## src/rtl/rc5_pkg.sv

```systemverilog
// Shared definitions for the RC5 key-schedule blocks: key byte width and
// loader state encoding.
package rc5_pkg;

    localparam int unsigned KeyByteWidth = 8;

    typedef enum logic [2:0] {
        StIdle    = 3'd0,
        StLoad    = 3'd1,
        StFlush   = 3'd2,
        StStart   = 3'd3,
        StWaitExp = 3'd4,
        StDone    = 3'd5
    } key_state_e;

endpackage

```

## src/rtl/rc5_mod_counter.sv

```systemverilog
// Modulo-(MAX+1) counter with synchronous clear, enable and terminal-count flag.
// Shared by the key loader and the key expander.
module rc5_mod_counter #(
    parameter int unsigned WIDTH = 4,
    parameter int unsigned MAX   = 15
) (
    input  logic             clk,
    input  logic             rst,
    input  logic             clr,
    input  logic             en,
    output logic [WIDTH-1:0] count,
    output logic             tc
);

    localparam logic [WIDTH-1:0] MaxVal = WIDTH'(MAX);

    logic [WIDTH-1:0] count_q, count_d;

    // Clear takes priority so a restart in the same cycle as an increment wins.
    always_comb begin
        count_d = count_q;
        if (clr) begin
            count_d = '0;
        end else if (en) begin
            count_d = (count_q == MaxVal) ? '0 : count_q + WIDTH'(1);
        end
    end

    always_ff @(posedge clk or negedge rst) begin
        if (!rst) begin
            count_q <= '0;
        end else begin
            count_q <= count_d;
        end
    end

    assign count = count_q;
    assign tc    = (count_q == MaxVal);

endmodule

```

## src/rtl/rc5_key_loader.sv

```systemverilog
// RC5 key-schedule front end: streams the secret key into key_RAM port A,
// then kicks the key expander and reports completion.
module rc5_key_loader
    import rc5_pkg::*;
#(
    parameter  int unsigned B        = 16,
    localparam int unsigned B_LENGTH = $clog2(B)
) (
    input  logic                    clk,
    input  logic                    rst,
    input  logic                    iLoad,
    input  logic                    iKeyValid,
    input  logic [KeyByteWidth-1:0] iKeyByte,
    output logic                    oKeyReady,
    output logic [B_LENGTH-1:0]     oKey_address,
    output logic [KeyByteWidth-1:0] oKey_data,
    output logic                    oKey_we,
    output logic                    oExpandStart,
    input  logic                    iExpanderDone,
    output logic                    oBusy,
    output logic                    oKeyLoaded,
    output logic                    oOverrun
);

    key_state_e state_q, state_d;

    logic                    transfer;
    logic                    count_clr;
    logic                    count_tc;
    logic [B_LENGTH-1:0]     count;

    logic                    we_q;
    logic [B_LENGTH-1:0]     addr_q;
    logic [KeyByteWidth-1:0] data_q;
    logic                    overrun_q;

    assign oKeyReady = (state_q == StLoad);
    assign transfer  = iKeyValid && oKeyReady;

    // Any accepted iLoad (re)enters LOAD, so the counter restarts on it.
    assign count_clr = iLoad && (state_q inside {StIdle, StLoad, StDone});

    rc5_mod_counter #(
        .WIDTH(B_LENGTH),
        .MAX  (B - 1)
    ) u_byte_counter (
        .clk  (clk),
        .rst  (rst),
        .clr  (count_clr),
        .en   (transfer),
        .count(count),
        .tc   (count_tc)
    );

    always_comb begin
        state_d = state_q;
        unique case (state_q)
            StIdle: begin
                if (iLoad) state_d = StLoad;
            end
            StLoad: begin
                if (iLoad) begin
                    state_d = StLoad;
                end else if (transfer && count_tc) begin
                    state_d = StFlush;
                end
            end
            StFlush:   state_d = StStart;
            StStart:   state_d = StWaitExp;
            StWaitExp: begin
                if (iExpanderDone) state_d = StDone;
            end
            StDone: begin
                if (iLoad) state_d = StLoad;
            end
            default:   state_d = StIdle;
        endcase
    end

    always_ff @(posedge clk or negedge rst) begin
        if (!rst) begin
            state_q <= StIdle;
        end else begin
            state_q <= state_d;
        end
    end

    // Address and data hold their last values when no write is issued.
    always_ff @(posedge clk or negedge rst) begin
        if (!rst) begin
            we_q      <= 1'b0;
            addr_q    <= '0;
            data_q    <= '0;
            overrun_q <= 1'b0;
        end else begin
            we_q      <= transfer;
            overrun_q <= iKeyValid && !oKeyReady;
            if (transfer) begin
                addr_q <= count;
                data_q <= iKeyByte;
            end
        end
    end

    assign oKey_we      = we_q;
    assign oKey_address = addr_q;
    assign oKey_data    = data_q;
    assign oOverrun     = overrun_q;
    assign oExpandStart = (state_q == StStart);
    assign oKeyLoaded   = (state_q == StDone);
    assign oBusy        = state_q inside {StLoad, StFlush, StStart, StWaitExp};

endmodule

```

## config.mk

```make
export PLATFORM = sky130hd
export DESIGN_NAME = rc5_key_loader
export DESIGN_NICKNAME = d
export VERILOG_FILES = /design/src/rtl/rc5_pkg.sv /design/src/rtl/rc5_mod_counter.sv /design/src/rtl/rc5_key_loader.sv
export SDC_FILE = /design/constraint.sdc
export NUM_CORES = 1
export LEC_CHECK = 0
export ABC_CLOCK_PERIOD_IN_PS = 3800
export BUFFER_PORTS_ARGS = -buffer_cell sky130_fd_sc_hd__buf_2
export CAP_MARGIN = 10
export CELL_PAD_IN_SITES_DETAIL_PLACEMENT = 1
export CELL_PAD_IN_SITES_GLOBAL_PLACEMENT = 1
export CORE_MARGIN = 1
export CORE_UTILIZATION = 39
export DETAILED_ROUTE_END_ITERATION = 7
export PLACE_DENSITY_LB_ADDON = 0.25
export SLEW_MARGIN = 20
export SYNTH_ARGS = -nofsm -noshare
export SYNTH_HDL_FRONTEND = slang
export SYNTH_SLANG_ARGS = --single-unit
```

## constraint.sdc

```tcl
create_clock -name clk -period 3.8 [get_ports clk]
set_input_delay 0.76 -clock clk [delete_from_list [all_inputs] [get_ports clk]]
set_output_delay 0.76 -clock clk [all_outputs]
set_load 0.02 [all_outputs]
```

==> impl_metrics.toml, run 1 <==
[critical_path]
end_kind = "primary output"
cp_slowest_cell = "dfrtp_1"
timing.critical_path.buf_inv = 1
cp.arrival_ns = 1.38
critPathLaunchType = "flip-flop"
timing.rr.end = "u_byte_counter.count[3]$_DFFE_PN0P_"
cp_max_fo = 11
path_cells = "nor3b_1 -> buf_2"
reg2reg_from = "state_q[1]$_DFFE_PN0P_"
criticalPathCategory = "reg -> out"
critPathTopFamily = "flip-flops"
max_stage_delay_ns = 0.58
cp.required_ns = 3.04
r2r_slack_ns = 2.06
reg2regPathDepth = 3

[sta]
setup_viol = 0
fin_crit_sh_pct = 56.3
rsz0062_at_grt = "no"
final_max_slew_viol_count = 0
fin_tns_setup_ns = 0
fin_crit_ns = 2.14
final_hold_viol_count = 0
worstMarginPinSlew_ns = 0.590
skew_ns = 0.00108
fmax_mhz = 468
max_slew_margin_pct = 60.6

[power]
max-vdd-ir-drop_mv = 0.261
p_per_area_nw_per_um2 = 357
leakagePower_uw = 0.000612

[clocking]
insertion_delay_ns = 0.30
cts_tree = "built"
cts_resized = 0
cts_setup_buffers = 0
clk_path_buf_depth = 2
cts_buffers = 3
hold_buffers = 0
htree_levels = 1
clock-sinks = 21
cts_root_buf = "clkbuf_4"
clkTransAtPathRegs_ns = 0.11

[grt]
antenna_found_initial = 0
grt_max_degree = 22
grt_pass1_wl_mm = 3.31
grt_pass1_vias = 747
overflow = 0
grt_usage_pct = 16.9

[final_layout]
nNetsFinal = 145
multiInputGateArea_um2 = 390
final_cell_mix = "nand2_1, buf_2, dfrtp_1"
layout_commonest_cell = "nand2_1"
layout-drive-gt1-share_pct = 30.8
area_delta_synth_final_pct = 17.8
diodes = 0
regArea_um2 = 526
layout.cells.non_filler = 158
nFillCells = 287

[synthesis]
synth-edff-count = 0
syn-instance-count = 102
async_reset_ff_share_pct = 100
synth_top_area_share_pct = 54.5
synth_cell_types = 28
netlist.top_cell.by_area = "dfrtp_1"
netlist_area_um2 = 965
syn_nets = 116
yosysWarnings = 0
ys.flop_type = "dfrtp_1"
avgSynthCellArea_um2 = 9.46
yosys_register_bits = 21
yosysSeqAreaShare_pct = 54.5
synth_area_leaders = "dfrtp_1, nand2_1, a21oi_1"

[drt]
wirelength_mm = 1.99
drt_iter0_drc = 5
vias_per_cell = 4.88
drt_pass1_iterations = 4
wire_per_inst_um = 12.6
vias = 771
drc = 0
ant_nets = 0

[place]
io_buffers = 30
dpl.cell_count = 154
place_congestion = 0.757
hpwl_mm = 1.44

[worst_hold_path]
hp-class = "in -> async"

[flow_run]
cap_violations = 0

[die]
ios = 31
initial_core_util_pct = 42.4
die_h_um = 51.7
coreArea_um2 = 2280
row_count = 17
die_area_um2 = 2680
fp.dieW_um = 51.7

[run_status]
status = "complete, no violations"
==> how the worst max path moves through the flow <==
stage / depth (start not counted) / endpoint / startpoint
global placement: 4 / u_byte_counter.count[3]$_DFFE_PN0P_ / iKeyValid
detailed placement: 4 / u_byte_counter.count[3]$_DFFE_PN0P_ / iKeyValid
global route: 2 / oKeyReady / state_q[0]$_DFFE_PN0P_
floorplan: 2 / oKeyReady / state_q[0]$_DFFE_PN0P_
finish: 2 / oKeyReady / state_q[0]$_DFFE_PN0P_
CTS: 2 / oKeyReady / state_q[0]$_DFFE_PN0P_
==> routing by layer <==
layer	routed length (µm)	up-vias	GRT usage, %
met5	0	-	0
met1	935	359	22.8
li1	-	388	-
met2	956	22	27.7
met4	16	0	5.41
met3	79	2	2.63
==> flip-flops by register name (all words and copies together) (netlist names) <==
signal,count
u_byte_counter.count,4
oKey_we,1
oOverrun,1
oKey_address,4
state_q,3
oKey_data,8
==> per-stage QoR <==
stage,area [µm²],total power (µW),util (%),setup WS [ns],hold WS [ns]
global placement,1110,304,48.7,1.87,0.458
finish,1140,406,49.9,1.66,0.393
detailed placement,1110,306,48.7,1.80,0.456
global route,1140,430,49.9,1.57,0.406
CTS,1140,415,49.9,1.64,0.403
floorplan,965,280,-,1.89,0.464
==> cell usage after synthesis (2+ instances only) <==
library cell / instances
buf_2: 3
dfrtp_1: 21
a21o_2: 2
nor2_1: 3
o21ai_1: 2
nand3_1: 2
a21oi_1: 7
nand2_1: 39
nor3b_1: 2
nor2b_1: 2
buf_6: 2
==> cells by family after synthesis <==
family          synth area share, %
compound gates                 9.60
xor+xnor                      0.908
fa+ha+maj                      1.30
buf+inv                        5.06
flops                          54.5
simple gates                   28.7
==> worst reg2reg max path, stage by stage (launching register included) <==
cell and delay [ns]:
dfrtp_1 0.50, nand4bb_4 0.45, or4_1 0.56, a21oi_1 0.15
==> final cells by class <==
cell class,instances,area share [%]
clock buffer,3,1.98
tap,28,3.08
sequential,21,46.3
clock inverter,1,0.441
inverter,2,0.661
multi-input combinational,73,34.4
timing repair buffer,30,13.2
==> power by group <==
group	total (µW)	leakage, µW	switching (µW)	internal (µW)
combinational	57.7	0.000326	37.7	20.0
sequential	242	0.000269	6.98	235
clock	106	0.0000177	66.8	39.2
total	406	0.000612	111	294
Power figures use the tool's default switching activity.
==> run 2: changes to the inputs <==
ABC_CLOCK_PERIOD_IN_PS = 1740   (was 3800)
CORE_UTILIZATION = 32   (was 39)
clock period = 1.74 ns   (was 3.8 ns; I/O delays follow)
==> run 2 against run 1 <==
The run now ends with design-rule violations left. Clock-buffer cell count unchanged. Routed wire length up 2.7%. Design area up 4.0%. Cell count up 4.4%. Clock power up 120%. Combinational power up 130%. Via count up 4.9%. Critical path depth up 2. Global-route usage down 3.4 points. Sequential power up 120%. Sequential share of layout area down 1.7 points. Worst hold slack worse by 0.17 ns.
==> impl_metrics.toml, run 2 (synthesis gave the netlist of run 1 again) <==
[grt]
grt_usage_pct = 13.5
overflow = 0
grt_pass1_vias = 769
antenna_found_initial = 0
grt_pass1_wl_mm = 3.44
grt_max_degree = 22

[die]
fp.dieW_um = 56.9
initial_core_util_pct = 34.4
coreArea_um2 = 2810
die_area_um2 = 3240
die_h_um = 56.9
row_count = 19
ios = 31

[sta]
worstMarginPinSlew_ns = 0.588
setup_viol = 0
skew_ns = 0.00665
fin_tns_setup_ns = 0
fin_crit_ns = 1.63
final_max_slew_viol_count = 0
fmax_mhz = 613
fin_crit_sh_pct = 93.8
max_slew_margin_pct = 60.7
final_hold_viol_count = 0
rsz0062_at_grt = "no"

[critical_path]
critPathLaunchType = "flip-flop"
end_kind = "primary output"
cp_max_fo = 10
cp.arrival_ns = 1.28
cp.required_ns = 1.39
criticalPathCategory = "reg -> out"

[final_layout]
final_cell_mix = "nand2_1, buf_2, dfrtp_1"
nNetsFinal = 149
nFillCells = 354
diodes = 0
layout_commonest_cell = "nand2_1"
layout-drive-gt1-share_pct = 33.6
final_cell_area_um2 = 1180
fin_util_pct = 42.1
largest_reg_flops = 8
area_delta_synth_final_pct = 22.4

[drt]
ant_nets = 0
vias = 809
wire_per_inst_um = 12.4
drt_pass1_iterations = 6
drt_iter0_drc = 22
vias_per_cell = 4.90
wirelength_mm = 2.04
drc = 6

[clocking]
cts_root_buf = "clkbuf_4"
clk_path_buf_depth = 2
clkTransAtPathRegs_ns = 0.12
cts_setup_buffers = 0
cts_buffers = 3
htree_levels = 1
cts_tree = "built"
clock-sinks = 21
insertion_delay_ns = 0.30

[power]
leakagePower_uw = 0.000636
max-vdd-ir-drop_mv = 0.315
p_per_area_nw_per_um2 = 759

[place]
place_congestion = 0.663
hpwl_mm = 1.46
io_buffers = 30
dpl-instance-area_um2 = 1130

[run_status]
status = "finished with violations"
violations = "design-rule violations"

[flow_run]
cap_violations = 0

[worst_hold_path]
hp-class = "in -> reg"
==> run 2: cell types whose count changed in the layout (fill, tap and decap cells not counted) <==
cell           delta
buf_2             -1
buf_4             +4
dfrtp_1           -1
dfrtp_2           +1
dlygate4sd3_1     +1
nor3b_1           -1
nor3b_2           +1
==> run 2: where the power goes <==
group          total, µW  switching, µW  internal, µW
clock                238            152          85.6
sequential           529           15.0           514
combinational        130           83.2          46.8
==> run 2: metal layers <==
metal / global-route usage, % / up-vias / share of wire [%]
met1: 18.9 / 387 / 48
met4: 3.14 / 0 / 0.49
met3: 2.76 / 2 / 5.1
met5: 0 / - / 0
met2: 21.7 / 25 / 46
li1: - / 395 / -
==> run 2: worst paths after layout <==
kind | from | to | slack (ns) | cells past startpoint
min in group asynchronous | rst | oKey_data[5]$_DFFE_PN0P_ | 0.53 | 2
max in group asynchronous | rst | state_q[0]$_DFFE_PN0P_ | 0.85 | 2
hold / removal | iKeyByte[0] | oKey_data[0]$_DFFE_PN0P_ | 0.23 | 3
hold reg to reg | oKey_data[5]$_DFFE_PN0P_ | oKey_data[5]$_DFFE_PN0P_ | 0.48 | 2
setup reg to reg | state_q[1]$_DFFE_PN0P_ | u_byte_counter.count[3]$_DFFE_PN0P_ | 0.23 | 3
setup / recovery | state_q[1]$_DFFE_PN0P_ | oBusy | 0.11 | 4
==> run 2: worst max-delay path, stage by stage (launching register included) <==
cell and delay (ns):
dfrtp_1 0.40, buf_4 0.17, nor2_1 0.13, xnor2_1 0.13, buf_4 0.16
==> run 2: repair_timing <==
| item | CTS | global route |
|---|---|---|
| gates resized for setup | 1 | 2 |
| gates cloned | 0 | 0 |
| endpoints found under the hold margin | 21 | 0 |
| hold buffers | 1 | 0 |
| endpoints found under the setup margin | 1 | 1 |
==> run 2: per-stage QoR <==
step | cells | hold slack (ns) | total power, µW | setup WS (ns)
CTS | 165 | 0.218 | 914 | 0.0144
global route | 165 | 0.212 | 952 | 0.0117
floorplan | 102 | 0.0524 | 612 | 0.243
detailed placement | 160 | 0.337 | 669 | 0.155
finish | 165 | 0.226 | 896 | 0.108
global placement | 160 | 0.330 | 667 | 0.244
==> run 2: layout make-up <==
cell class	instances	area (µm²)	share of cell area, %
multi-input cells	73	395	33.5
well taps	31	38.8	3.28
clock buffers	3	22.5	1.91
repair buffers	34	185	15.7
flip-flops and latches	21	527	44.6
clock inverters	1	5.00	0.424
inverters	2	7.51	0.636
